`src/rtl/motoro_pkg.sv`:
```
`default_nettype none
// +----------------------------------------------------------------------+
// | motoro_pkg: shared state encoding, defaults and step-pattern decode  |
// | Rev 1.0                                                               |
// +----------------------------------------------------------------------+
package motoro_pkg;

  typedef enum logic [1:0] {
    ST_IDLE  = 2'd0,
    ST_DEAD  = 2'd1,
    ST_DRIVE = 2'd2,
    ST_FAULT = 2'd3
  } state_e;

  localparam int unsigned DEF_PER_MIN = 200;
  localparam int unsigned DEF_PER_MAX = 20000;
  localparam int unsigned DEF_DEAD    = 8;

  function automatic int unsigned step_w(input int unsigned phases);
    return $clog2(2 * phases);
  endfunction

  // High side of step s is phase s>>1.
  function automatic logic [7:0] hi_onehot(input logic [3:0] step);
    logic [7:0] v;
    v = '0;
    v[step[3:1]] = 1'b1;
    return v;
  endfunction

  // Low side is (h+1+(s&1)) mod phases; the sum never reaches 2*phases,
  // so one conditional subtract performs the modulo.
  function automatic logic [7:0] lo_onehot(input logic [3:0] step, input logic [3:0] phases);
    logic [3:0] l;
    logic [7:0] v;
    l = {1'b0, step[3:1]} + 4'd1 + {3'b000, step[0]};
    if (l >= phases) l = l - phases;
    v = '0;
    v[l[2:0]] = 1'b1;
    return v;
  endfunction

endpackage
`default_nettype wire

```
`src/rtl/motoro_btn_edge.sv`:
```
`default_nettype none
// +----------------------------------------------------------------------+
// | motoro_btn_edge: 2-flop synchroniser with rising-edge detector        |
// | Rev 1.0                                                               |
// +----------------------------------------------------------------------+
module motoro_btn_edge (
  input  logic clk,
  input  logic rst,
  input  logic btn_i,
  output logic rise_o
);

  logic [2:0] sh_q, sh_d;

  always_comb begin
    sh_d = {sh_q[1:0], btn_i};
  end

  always_ff @(posedge clk) begin
    if (rst) sh_q <= '0;
    else     sh_q <= sh_d;
  end

  assign rise_o = sh_q[1] & ~sh_q[2];

endmodule
`default_nettype wire

```
`src/rtl/motoro_nphase_commutator.sv`:
```
`default_nettype none
// +----------------------------------------------------------------------+
// | motoro_nphase_commutator: N-phase block commutator with dead time,   |
// | soft-start ramp and button-adjusted step period.  Rev 1.0             |
// +----------------------------------------------------------------------+
module motoro_nphase_commutator
  import motoro_pkg::*;
#(
  parameter int unsigned PHASES    = 3,
  parameter int unsigned PER_W     = 16,
  parameter int unsigned PER_MIN   = DEF_PER_MIN,
  parameter int unsigned PER_MAX   = DEF_PER_MAX,
  parameter int unsigned PER_STEP  = 100,
  parameter int unsigned RAMP_STEP = 50,
  parameter int unsigned DEAD      = DEF_DEAD,
  localparam int unsigned SW       = step_w(PHASES)
) (
  input  logic              clkI,
  input  logic              rstI,
  input  logic              startI,
  input  logic              forceStopI,
  input  logic              invRotateI,
  input  logic              freqINCi,
  input  logic              freqDECi,
  output logic [PHASES-1:0] hpO,
  output logic [PHASES-1:0] lnO,
  output logic [SW-1:0]     stepO,
  output logic              stepStbO,
  output logic              runO,
  output logic              faultO,
  output logic [PER_W-1:0]  periodO
);

  localparam logic [PER_W-1:0] C_PER_MIN = PER_W'(PER_MIN);
  localparam logic [PER_W-1:0] C_PER_MAX = PER_W'(PER_MAX);
  localparam logic [PER_W-1:0] C_STEP    = PER_W'(PER_STEP);
  localparam logic [PER_W-1:0] C_RAMP    = PER_W'(RAMP_STEP);
  localparam logic [PER_W-1:0] C_DEAD_M1 = PER_W'(DEAD - 1);
  localparam logic [PER_W-1:0] C_ONE     = PER_W'(1);
  localparam logic [PER_W-1:0] C_TGT_RST = PER_W'((PER_MAX / 2 / PER_STEP) * PER_STEP);
  localparam logic [SW-1:0]    C_LAST    = SW'(2 * PHASES - 1);
  localparam logic [3:0]       C_PHASES  = 4'(PHASES);

  state_e             state_q, state_d;
  logic [PER_W-1:0]   cnt_q, cnt_d;
  logic [PER_W-1:0]   period_q, period_d;
  logic [PER_W-1:0]   target_q, target_d;
  logic [SW-1:0]      s_q, s_d;
  logic               fault_q, fault_d;
  logic               stb_q, stb_d;
  logic [PHASES-1:0]  hp_q, hp_d;
  logic [PHASES-1:0]  ln_q, ln_d;
  logic [2:0]         sync1_q, sync1_d;
  logic [2:0]         sync2_q, sync2_d;

  logic w_start, w_force, w_inv, w_inc, w_dec;
  logic [3:0]        w_s_ext;
  logic [7:0]        w_hi8, w_lo8;
  logic [SW-1:0]     w_s_next;
  logic [PER_W-1:0]  w_period_ramp;

  motoro_btn_edge u_inc (.clk(clkI), .rst(rstI), .btn_i(freqINCi), .rise_o(w_inc));
  motoro_btn_edge u_dec (.clk(clkI), .rst(rstI), .btn_i(freqDECi), .rise_o(w_dec));

  always_comb begin
    sync1_d = {startI, forceStopI, invRotateI};
    sync2_d = sync1_q;
  end

  assign w_start = sync2_q[2];
  assign w_force = sync2_q[1];
  assign w_inv   = sync2_q[0];

  always_comb begin
    w_s_ext = '0;
    w_s_ext[SW-1:0] = s_q;
    w_hi8 = hi_onehot(w_s_ext);
    w_lo8 = lo_onehot(w_s_ext, C_PHASES);
  end

  always_comb begin
    if (w_inv) w_s_next = (s_q == '0) ? C_LAST : s_q - 1'b1;
    else       w_s_next = (s_q == C_LAST) ? '0 : s_q + 1'b1;
    if (period_q > target_q && (period_q - target_q) > C_RAMP) w_period_ramp = period_q - C_RAMP;
    else                                                       w_period_ramp = target_q;
  end

  // Target tracks the buttons in every state; simultaneous presses cancel.
  always_comb begin
    target_d = target_q;
    if (w_inc && !w_dec)
      target_d = (target_q >= C_PER_MIN + C_STEP) ? target_q - C_STEP : C_PER_MIN;
    else if (w_dec && !w_inc)
      target_d = (target_q <= C_PER_MAX - C_STEP) ? target_q + C_STEP : C_PER_MAX;
  end

  always_comb begin
    state_d  = state_q;
    cnt_d    = cnt_q;
    s_d      = s_q;
    period_d = period_q;
    fault_d  = fault_q;
    stb_d    = 1'b0;
    hp_d     = '0;
    ln_d     = '1;
    case (state_q)
      ST_IDLE: begin
        if (w_start && !fault_q) begin
          state_d  = ST_DEAD;
          cnt_d    = '0;
          s_d      = '0;
          period_d = C_PER_MAX;
        end
      end
      ST_DEAD: begin
        if (cnt_q == C_DEAD_M1) begin
          state_d = ST_DRIVE;
          cnt_d   = '0;
          stb_d   = 1'b1;
          hp_d    = w_hi8[PHASES-1:0];
          ln_d    = ~w_lo8[PHASES-1:0];
        end else begin
          cnt_d = cnt_q + C_ONE;
        end
      end
      ST_DRIVE: begin
        if (cnt_q == period_q - C_ONE) begin
          state_d  = ST_DEAD;
          cnt_d    = '0;
          s_d      = w_s_next;
          period_d = w_period_ramp;
        end else begin
          cnt_d = cnt_q + C_ONE;
          hp_d  = w_hi8[PHASES-1:0];
          ln_d  = ~w_lo8[PHASES-1:0];
        end
      end
      ST_FAULT: begin
        if (!w_start && !w_force) begin
          state_d = ST_IDLE;
          fault_d = 1'b0;
        end
      end
      default: state_d = ST_IDLE;
    endcase
    if ((state_q == ST_DEAD || state_q == ST_DRIVE) && !w_start) begin
      state_d = ST_IDLE;
      stb_d   = 1'b0;
      hp_d    = '0;
      ln_d    = '1;
    end
    // Emergency stop overrides everything, including a pending start.
    if (w_force && state_q != ST_FAULT) begin
      state_d = ST_FAULT;
      fault_d = 1'b1;
      stb_d   = 1'b0;
      hp_d    = '0;
      ln_d    = '1;
    end
  end

  always_ff @(posedge clkI) begin
    if (rstI) begin
      state_q  <= ST_IDLE;
      cnt_q    <= '0;
      s_q      <= '0;
      period_q <= C_PER_MAX;
      target_q <= C_TGT_RST;
      fault_q  <= 1'b0;
      stb_q    <= 1'b0;
      hp_q     <= '0;
      ln_q     <= '1;
      sync1_q  <= '0;
      sync2_q  <= '0;
    end else begin
      state_q  <= state_d;
      cnt_q    <= cnt_d;
      s_q      <= s_d;
      period_q <= period_d;
      target_q <= target_d;
      fault_q  <= fault_d;
      stb_q    <= stb_d;
      hp_q     <= hp_d;
      ln_q     <= ln_d;
      sync1_q  <= sync1_d;
      sync2_q  <= sync2_d;
    end
  end

  assign hpO      = hp_q;
  assign lnO      = ln_q;
  assign stepO    = s_q;
  assign stepStbO = stb_q;
  assign runO     = (state_q == ST_DEAD) || (state_q == ST_DRIVE);
  assign faultO   = fault_q;
  assign periodO  = period_q;

endmodule
`default_nettype wire

```
`config.mk`:
```
export PLATFORM = sky130hd
export DESIGN_NAME = motoro_nphase_commutator
export DESIGN_NICKNAME = d
export VERILOG_FILES = /design/src/rtl/motoro_pkg.sv /design/src/rtl/motoro_btn_edge.sv /design/src/rtl/motoro_nphase_commutator.sv
export SDC_FILE = /design/constraint.sdc
export NUM_CORES = 1
export LEC_CHECK = 0
export ABC_AREA = 1
export CAP_MARGIN = 20
export CORE_MARGIN = 4
export CORE_UTILIZATION = 45
export DETAILED_ROUTE_END_ITERATION = 8
export SLEW_MARGIN = 40
export SYNTH_ARGS = -nofsm -noshare
export SYNTH_HDL_FRONTEND = slang
export SYNTH_SLANG_ARGS = --single-unit
```
`constraint.sdc`:
```
create_clock -name clkI -period 7.09 [get_ports clkI]
set_input_delay 2.127 -clock clkI [delete_from_list [all_inputs] [get_ports clkI]]
set_output_delay 2.127 -clock clkI [all_outputs]
set_load 0.005 [all_outputs]
```
==> After elaboration in Yosys (flattened, before gate mapping) <==
Index checks and enable logic that the tools add are counted.
W data, S select, Z words.
{ "op_classes": {"magnitude_cmp": 9, "bitwise_logic": 6, "n_mux": 40, "add_sub_neg": 11, "eq_ne": 13, "reduce_logical": 28} }
{ "op_table": {"columns": ["cell", "n"], "rows": [
  ["$mux W16", 10],
  ["$pmux W16 S3", 1],
  ["$pmux W16 S2", 1],
  ["$mux W3", 10],
  ["$pmux W3 S2", 3],
  ["$add A16 B1 Y16 const B", 1],
  ["$add A16 B7 Y16 const B", 1],
  ["$eq A16 B16 Y1", 1],
  ["$eq A16 B3 Y1 const B", 1],
  ["$ge A16 B9 Y1 const B", 1],
  ["$gt A16 B16 Y1", 1],
  ["$gt A16 B6 Y1 const B", 1],
  ["$le A16 B15 Y1 const B", 1],
  ["$ne A4 B4 Y1 const B", 4],
  ["$sub A16 B1 Y16 const B", 1],
  ["$sub A16 B16 Y16", 1],
  ["$sub A16 B6 Y16 const B", 1],
  ["$sub A16 B7 Y16 const B", 1],
  ["$mux W2", 6],
  ["$logic_and A1 B1 Y1", 9],
  ["$pmux W2 S4", 1],
  ["$reduce_bool A2 Y1", 4],
  ["$mux W1", 6],
  ["$ne A2 B2 Y1 const B", 3],
  ["28 further kinds", 37]
]} }
{ "word_totals": {"out_inout_bits": 28, "inputBits": 7, "reg_bits": 73} }

==> Longest topological paths before layout <==
Gate-level depths: netlist (run 1).
{ "logic_depth": {"ltp_word": 11, "depth_mapped": 21} }

==> By module <==
From an unflattened synthesis (run 1), not the netlist that was laid out.
{ "hier_totals": {"cells_unflattened": 976, "area_unflattened_um2": 6130.9} }
{ "modules_own_cells": {"columns": ["mod", "cells_each", "area_per_inst_um2", "instances", "seq_area_each_um2"], "rows": [
  ["motoro_nphase_commutator", 956, 5958.2, 1, 1301.2],
  ["motoro_btn_edge", 10, 86.3, 2, 60.1]
]} }

==> Worst setup path before layout (run 1) <==
OpenSTA, ideal clock, no wires.
{ "synth_path": {"path_kind": "register to output", "from": "register state_q[0]", "to": "output port runO", "path_slack_ps": 4194, "t_required_ps": 4963, "stages_incl_launch_ff": 3, "n_path_buf": 0, "t_arrival_ps": 769, "path_cell_list": "dfxtp_1 inv_1 ha_1"} }
{ "synth_via": {"elab_chain_cells": 2, "word_cells_on_any_way": 3} }
{ "synth_rtl": {"columns": ["item", "line", "text"], "rows": [
  ["start: declaration", "motoro_nphase_commutator.sv:44", "state_e state_q, state_d;"],
  ["start signal: assignment", "motoro_nphase_commutator.sv:176", "state_q <= state_d;"],
  ["$eq A2 B1 Y1 / $eq A2 B2 Y1 (equally long branches)", "motoro_nphase_commutator.sv:194", "assign runO = (state_q == ST_DEAD) || (state_q == ST_DRIVE);"],
  ["$logic_or A1 B1 Y1 *", "motoro_nphase_commutator.sv:194", null],
  ["end: declaration", "motoro_nphase_commutator.sv:29", "output logic runO,"]
]} }
Every way passes the cells marked *; elsewhere a longest branch is shown, timed or not.

==> Worst setup path in the final report (run 1) <==
Ends and elaborated chain as after synthesis.

==> impl_results.md, run 1 <==
- Seq/Total Area, Yosys: 23.4%
- Layout area overhead: 11.0%
- DIE HEIGHT: 124 um
- Final core utilization: 51.0%
- Clk_skew: 0.0116 ns
- Initial antenna violation count: 0
- Vias: 5,970
- Syn Std Cell Area: approximately 6100 um2
- Diodes inserted: 0
- CP startpoint: state_q[0]$_SDFFE_PP0P_
- Post-synth EDFFs: 0
- Multiplexer area fraction after synthesis: 0%
- Number of port buffers: 34
- Post-synthesis share of cell area spent on and, or, nand and nor gates: between 30% and 40%
- Reg2Reg Capture Point: periodO[5]$_SDFFE_PP1P_
- Hold buffer count at CTS: 0
- Synth top cells by count: 259 x nand2_1, 131 x inv_1, 98 x nand3_1
- Largest net degree at the start of global routing: 58
- Hold path cells: 2
- Max_slew headroom: 49.3%
- Synth async-reset ratio: 0%
- Share of the synthesized netlist area taken by xor and xnor gates: 6.70%
- Root buf cell: clkbuf_16
- Vias per cell: around 5.1
- Largest family of logic cells by synthesized area: simple AND/OR/NAND/NOR gates
- Hold path start: sync1_q[0]$_SDFF_PP0_
- Area share of fa/ha/maj cells after synthesis: between 7 and 8%
- R2R depth: 18
- Outcome: complete, no violations
- Startpoint types: flip-flop
- Placer Congestion: approximately 0.9
- Final setup violation count: 0
- Min-Delay Path Class: flip-flop to flip-flop
- RSZ-0062 raised after global routing: no
- Fmax: 260 MHz
- Final min period: 3.85 ns
- Cell type with the largest total area after synthesis: dfxtp_1
- Endpoints failing hold: 0
- Critical Path AT: 1.72 ns
- GRT Overall Usage: 20.9%
- Top-level port count: 35
- Chip Width: 124 um
- Top cell type's share of synthesized area: a little under a quarter
- Worst Hold End: sync2_q[0]$_SDFF_PP0_
- Share of layout cells above drive strength 1: 6.04%
- Worst-margin pin slew: between 0.7 and 0.8 ns
- Ys Warns: 0
- Reg2reg setup slack: 3.80 ns
- DR iter-0 viols: 529
- Maximum VDD drop: 202 uV
- Top cells by area, synth: dfxtp_1 23%, nand2_1 16%, inv_1 8.1%
- Compound-Gate Fraction of Synth Area: between 10% and 20%
- Fin nets: 1,033
- Syn Inst Count: just under 1,000
- Slew Limit Fails: 0
- Peak fanout along the critical path: 5
- Std-Cell Rows: 42
- Reg-to-Reg Start: target_q[5]$_SDFFE_PP0P_
- Post-synthesis net count: 1,017
- CP Data Required Time: 4.96 ns
- Worst-skew pair later-pin latency: between 0.3 and 0.4 ns
- Pwr/cell area: between 200 and 250 nW/um2
- Final WL: 16,200 um
- Core Footprint: 13,200 um2
- CTS tree: done
- Die footprint: 15,400 um2
- Post-route ant nets: 0
- Num CTS Buffers: 9
- Synth Register Bits: 71
- Clk sinks: 71
- Vias in the first global route: 5,349
- DR WL/cell: approximately 14 um
- Synthesized area per cell: 6.25 um2
- Post-route DRC violation count: 0
- Worst-path clk slew: 0.06 ns
- Max_cap viols: 0
- Resized cells post-CTS: 0
- HPWL after detailed placement: 12,300 um
- Fillers: 1,405
- Starting Density: a little under half
- Most common cell in the netlist: nand2_1
- Critical Setup Path Class: flip-flop to primary output
- Global route overflow: 0
- First-pass GRT wire length: 26,900 um
- Worst hold slack: 0.405 ns
- H-tree lvl count: 3
- Worst setup EP type: primary output
- Final Cycle Share: 54.3%
- DR pass1 iterations: 5
- LEAKAGE: 3.13 nW
- Unique masters post-synth: 48
- Post-CTS Setup Bufs: 0
- Clock Path Buffers: 2
- Setup TNS: 0 ns
- Post-synth top flop: dfxtp_1
-- state kept, by name, summed over array words and instances (netlist names) --
signal,cells
hpO,3
periodO,16
faultO,1
u_dec.sh_q,3
lnO,3
sync1_q,3
stepStbO,1
u_inc.sh_q,3
sync2_q,3
target_q,14
state_q,2
cnt_q,16
stepO,3
-- power by group --
part           total, W  switching (W)  internal, W
registers      0.000481      0.0000501     0.000431
clock network  0.000462       0.000188     0.000274
logic          0.000632       0.000404     0.000229
-- stage by stage --
| stage | cells | total power (W) | cell area [um2] | worst slack [ns] |
|---|---|---|---|---|
| 3_3_place_gp | 1154 | 0.00112 | 6450 | 3.61 |
| 6_report | 1170 | 0.00158 | 6750 | 3.24 |
| 3_5_place_dp | 1154 | 0.00112 | 6460 | 3.58 |
| 5_1_grt | 1170 | 0.00169 | 6750 | 3.15 |
| 4_1_cts | 1170 | 0.00159 | 6750 | 3.23 |
| 2_1_floorplan | 973 | 0.000974 | 6090 | 4.19 |
-- layout make-up --
type	instances	area, um2	share of cell area [%]
multi-input combinational	734	3960	58.6
inverter	138	518	7.67
tap	176	220	3.26
clock inverter	6	67.6	1.00
clock buffer	10	229	3.39
timing repair buffer	35	343	5.08
sequential	71	1420	21.0
-- cells by family after synthesis --
logic type,after synthesis
AND/OR/NAND/NOR,525
buffers and inverters,168
adder cells (fa/ha/maj),37
XOR/XNOR,45
AO/OA/AOI/OAI,125
other,2
flip-flops,71
-- worst max-delay path by stage --
stage / endpoint / slack [ns] / depth (start not counted)
floorplan: runO / 4.19 / 2
global placement: target_q[15]$_SDFFE_PP0P_ / 3.61 / 5
detailed placement: periodO[1]$_SDFFE_PP0P_ / 3.58 / 5
CTS: runO / 3.23 / 3
global route: runO / 3.15 / 3
finish: runO / 3.24 / 3
-- layout by cell type (no fill, tap or decap), drive strengths merged, types with 30 or more instances in the layout --
cell type	Yosys	final
nand2	267	267
inv	135	137
nand3	99	99
xor2	30	30
a21oi	67	67
dfxtp	71	71
clkdlybuf4s50	0	33
nor2	103	103
ha	36	36
o21ai	38	38
-- worst max-delay path: stages, from the launching register on --
cell             delay [ns]
dfxtp_1                0.41
inv_1                  0.09
ha_1                   0.35
clkdlybuf4s50_1        0.52
-- routing by layer --
metal  up-vias  track usage [%]  wire, um
li1       3170                -         -
met1      2639             29.1      7760
met2       141             33.4      7430
met3        20             3.43       733
met4         0             6.25       316
met5         -                0         0
(Power assumes the default switching activity.)
==> run 2, diff against run 1 <==
Clock period 7.09 ns to 3.6 ns, I/O delays scaled along.
==> run 2 against run 1 <==
Net effect: sequential power up 97%; sequential share of layout area fell by 0.31 points; final cell count up 0.34%; die area unchanged; design area grew 1.5%; register-to-register slack worse by 3.1 ns; utilization is 0.77 points higher; clock power up 140%; combinational power up 98%; highest routed layer unchanged.
==> impl_results.md, run 2 (same netlist as run 1, synthesis figures left out) <==
- Outcome: complete, no violations
- RSZ-0062 raised after global routing: no
- Clk sinks: 71
- Vias in the first global route: about 5,600
- Critical Path, Cell by Cell: clkinv_1 > ha_1 > nand2_1 > nor2_1 > nand3_1 > nand2_1 > nand2_1 > nand2_1 > nand2_1 > nor2_1 > nand2_1 > nor2_1 > nand2_1 > nand2_2 > nand2_1 > nand3_1 > a21oi_1
- Final WL: 16,100 um
- Top-level port count: 35
- Final setup violation count: 0
- Min-Delay Path Class: flip-flop to flip-flop
- Slowest stage delay, CP: approximately 0.49 ns
- Global route overflow: 0
- Worst-path clk slew: 0.06 ns
- Pwr/cell area: 483 nW/um2
- CP Data Required Time: 3.81 ns
- DR WL/cell: 13.7 um
- Critical Setup Path Class: flip-flop to flip-flop
- Final min period: 2.91 ns
- Final Instance Area: 6860 um2
- DR iter-0 viols: 509
- Placer Congestion: 0.895
- Startpoint types: flip-flop
- Max_slew headroom: 58.1%
- Number of port buffers: 34
- GRT Overall Usage: 21.1%
- DIE HEIGHT: about 120 um
- Worst-skew pair later-pin latency: 0.35 ns
- Setup TNS: 0 ns
- Critical Path Most Common Cell: nand2_1
- Final core utilization: 51.8%
- Final Cycle Share: 80.9%
- Post-route DRC violation count: 0
- First-pass GRT wire length: approximately 28,000 um
- Root buf cell: clkbuf_16
- Hold buffer count at CTS: 0
- Layout area overhead: 12.7%
- Num CTS Buffers: 9
- LEAKAGE: ~3.2 nW
- Critical Path AT: 3.12 ns
- Worst setup EP type: flip-flop
- Placed Area: 6480 um2
- Peak fanout along the critical path: 15
- H-tree lvl count: 3
- Worst hold slack: 0.400 ns
- Die footprint: 15,400 um2
- Post-CTS Setup Bufs: 0
- Clock Path Buffers: 2
- Resized cells post-CTS: 0
- Slew Limit Fails: 0
- Highest-count cells in the layout ignoring fill and taps: 259 x nand2_1, 131 x inv_1, 98 x nand3_1
- HPWL after detailed placement: approximately 12,000 um
- Most common cell after layout, fill and taps aside: nand2_1
- Maximum VDD drop: between 400 and 500 uV
- Post-Layout Cell Count: ~1,200
- Chip Width: 124 um
- Core Footprint: 13,200 um2
- Std-Cell Rows: 42
- Share of layout cells above drive strength 1: 6.31%
- DR pass1 iterations: 7
- Post-route ant nets: 0
- Crit path buf inv count: 1
- Placed cells: 1,158
- Largest net degree at the start of global routing: 37
- Initial antenna violation count: 0
- Fin nets: 1,037
- Crit-path leading delay family: simple AND/OR/NAND/NOR gates
- Diodes inserted: 0
- CTS tree: done
- Max_cap viols: 0
- Worst-margin pin slew: 0.629 ns
- Starting Density: 46.0%
- Fmax: 343 MHz
- Endpoints failing hold: 0
- Crit-path slowest cell: dfxtp_1
- Vias: between 6,000 and 7,000
- Clk_skew: 0.00927 ns
- Vias per cell: 5.12
## run 2: cell types whose count changed in the layout (fill, tap and decap cells not counted), sizes merged
cell and change:
inv -2, bufinv +3, clkinvlp -2, clkbuf +1, buf +4
## run 2: path summary, 6_finish.rpt
kind | startpoint | end | slack (ns) | cells past startpoint
min reg2reg | sync1_q[2]$_SDFF_PP0_ | sync2_q[2]$_SDFF_PP0_ | 0.40 | 2
min | sync1_q[2]$_SDFF_PP0_ | sync2_q[2]$_SDFF_PP0_ | 0.40 | 2
max reg2reg | target_q[5]$_SDFFE_PP0P_ | periodO[8]$_SDFFE_PP0P_ | 0.69 | 17
max | target_q[5]$_SDFFE_PP0P_ | periodO[8]$_SDFFE_PP0P_ | 0.69 | 17
## run 2: power by group
part	switching, W	total [W]	internal [W]
clock	0.000349	0.00112	0.000767
sequential	0.0000987	0.000948	0.000849
combinational	0.000788	0.00125	0.000460
total	0.00124	0.00331	0.00208
## run 2: final cells by class
type / count / area, um2
multi-input cells: 734 / 3950
flip-flops and latches: 71 / 1420
fillers: 1360 / 6390
inverters: 138 / 518
repair buffers: 39 / 373
clock buffers: 11 / 243
clock inverters: 5 / 129
well taps: 176 / 220
## run 2: stage by stage
stage               total power [W]  setup WS [ns]
detailed placement          0.00221          0.710
CTS                         0.00333          0.674
floorplan                   0.00192           1.17
global placement            0.00222          0.689
global route                0.00354          0.307
finish                      0.00331          0.688
## run 2: layer usage
layer	track usage (%)	part of all wire, %
met4	5.09	1.5
met5	0	0
met1	28.3	47
met3	3.69	4.4
met2	35.5	47
## run 2: worst min-delay path: cells and delay by family (launching register included)
family / cells / cell delay [ns]
flip-flops: 1 / 0.29
AND/OR/NAND/NOR: 1 / 0.03
buffers and inverters: 1 / 0.04
==> run 3, diff against run 2 <==
Clock period 3.6 ns to 2.7 ns, I/O delays scaled along.
==> run 3 against run 2 <==
Net effect: non-clock buffer count up 33; count of clock-buffer cells in the layout up 2; clock skew down 0.0058 ns; routed wire length up 3.0%; critical path depth down 14; sequential power up 26%; register-to-register slack worse by 0.46 ns; total power up 24%; sequential share of layout area down 0.57 points.
==> impl_results.md, run 3 (same netlist as run 1, synthesis figures left out) <==
- Setup TNS: 0 ns
- Fmax: 393 MHz
- Outcome: complete, no violations
- Diodes inserted: 0
- Clock Path Buffers: 2
- Max_cap viols: 0
- Max_slew headroom: 60.3%
- Hold buffer count at CTS: 0
- Vias in the first global route: 5,681
- Final min period: 2.55 ns
- Resized cells post-CTS: 0
- Starting Density: roughly 46%
- Share of layout cells above drive strength 1: 9.72%
- H-tree lvl count: 3
- GRT Overall Usage: 21.6%
- Fin nets: between 1,000 and 1,500
- Final WL: 16,600 um
- Min-Delay Path Class: flip-flop to flip-flop
- Maximum VDD drop: 436 uV
- Worst hold slack: 0.398 ns
- Top-level port count: 35
- Layout area overhead: 15.8%
- Worst-skew pair later-pin latency: 0.34 ns
- Slew Limit Fails: 0
- Std-Cell Rows: 42
- Worst-path clk slew: around 0.050 ns
- First-pass GRT wire length: 27,800 um
- Final Cycle Share: 94.3%
- Pwr Total: a little over 0.004 W
- Startpoint types: flip-flop
- Peak fanout along the critical path: 5
- Final Instance Area: approximately 7000 um2
- Crit-path leading delay family: buffers and inverters
- Final core utilization: approximately 53%
- Critical Path, Cell by Cell: inv_1 > ha_1 > clkdlybuf4s50_1
- Endpoints failing hold: 0
- Post-CTS Setup Bufs: 0
- Worst setup EP type: primary output
- CP Data Required Time: 1.89 ns
- Die footprint: 15,400 um2
- Chip Width: between 100 and 150 um
- Number of port buffers: 34
- Num CTS Buffers: 9
- Root buf cell: clkbuf_16
- DR iter-0 viols: 468
- Worst-margin pin slew: 0.595 ns
- Clk_skew: 0.00345 ns
- DR WL/cell: 13.7 um
- Core Footprint: 13,200 um2
- Crit path buf inv count: 2
- DR pass1 iterations: 7
- HPWL after detailed placement: approximately 13,000 um
- Vias per cell: just over 5
- CTS tree: done
- Critical Path AT: 1.74 ns
- Placer Congestion: 0.926
- Largest net degree at the start of global routing: 37
- Slowest stage delay, CP: 0.53 ns
- Most common cell after layout, fill and taps aside: nand2_1
- Crit-path slowest cell: clkdlybuf4s50_1
- Vias: 6,145
- Post-route ant nets: 0
- RSZ-0062 raised after global routing: yes
- Post-route DRC violation count: 0
- Initial antenna violation count: 0
- DIE HEIGHT: ~120 um
- LEAKAGE: 3.29 nW
- Highest-count cells in the layout ignoring fill and taps: 259 x nand2_1, 129 x inv_1, 98 x nand3_1
- Global route overflow: 0
- Pwr/cell area: roughly 580 nW/um2
- Clk sinks: 71
- Critical Setup Path Class: flip-flop to primary output
- Final setup violation count: 0
- Fillers: between 1,000 and 1,500
- Placed Area: about 6700 um2
==> run 3: cell type report <==
type / count / area [um2] / area share, %
clock buffers: 13 / 260 / 3.69
repair buffers: 72 / 621 / 8.80
inverters: 138 / 522 / 7.40
multi-input cells: 734 / 4000 / 56.7
flip-flops and latches: 71 / 1420 / 20.2
clock inverters: 1 / 5.00 / 0.0710
well taps: 176 / 220 / 3.12
==> run 3: metrics by stage <==
stage          instances  setup WS [ns]
4_1_cts             1205         0.0423
3_3_place_gp        1191         0.0412
2_1_floorplan        973          0.272
6_report            1205          0.154
3_5_place_dp        1191         0.0647
5_1_grt             1205       -0.00375
==> run 3: path summary, 6_finish.rpt <==
path / from / slack, ns / cells past startpoint / to
setup reg to reg: periodO[1]$_SDFFE_PP0P_ / 0.23 / 17 / periodO[0]$_SDFFE_PP0P_
hold reg to reg: u_dec.sh_q[0]$_SDFF_PP0_ / 0.40 / 2 / u_dec.sh_q[1]$_SDFF_PP0_
hold / removal: u_dec.sh_q[0]$_SDFF_PP0_ / 0.40 / 2 / u_dec.sh_q[1]$_SDFF_PP0_
setup / recovery: state_q[0]$_SDFFE_PP0P_ / 0.15 / 3 / runO
==> run 3: layer usage <==
layer	vias up	GRT usage (%)	routed length (um)
met5	-	0	0
met4	0	6.45	313
met3	27	4.46	712
met2	130	35.5	7700
met1	2752	28.5	7830
li1	3236	-	-
==> run 3: tightest hold or removal path, stage by stage (launching register included) <==
cell and delay, ns:
dfxtp_1 0.29, inv_1 0.04, nor2_1 0.03
==> run 3: power breakdown <==
part           internal (W)  switching [W]  leakage (nW)
clock network      0.000660       0.000425         0.132
logic              0.000678        0.00116          2.58
registers           0.00113      0.0000587         0.579
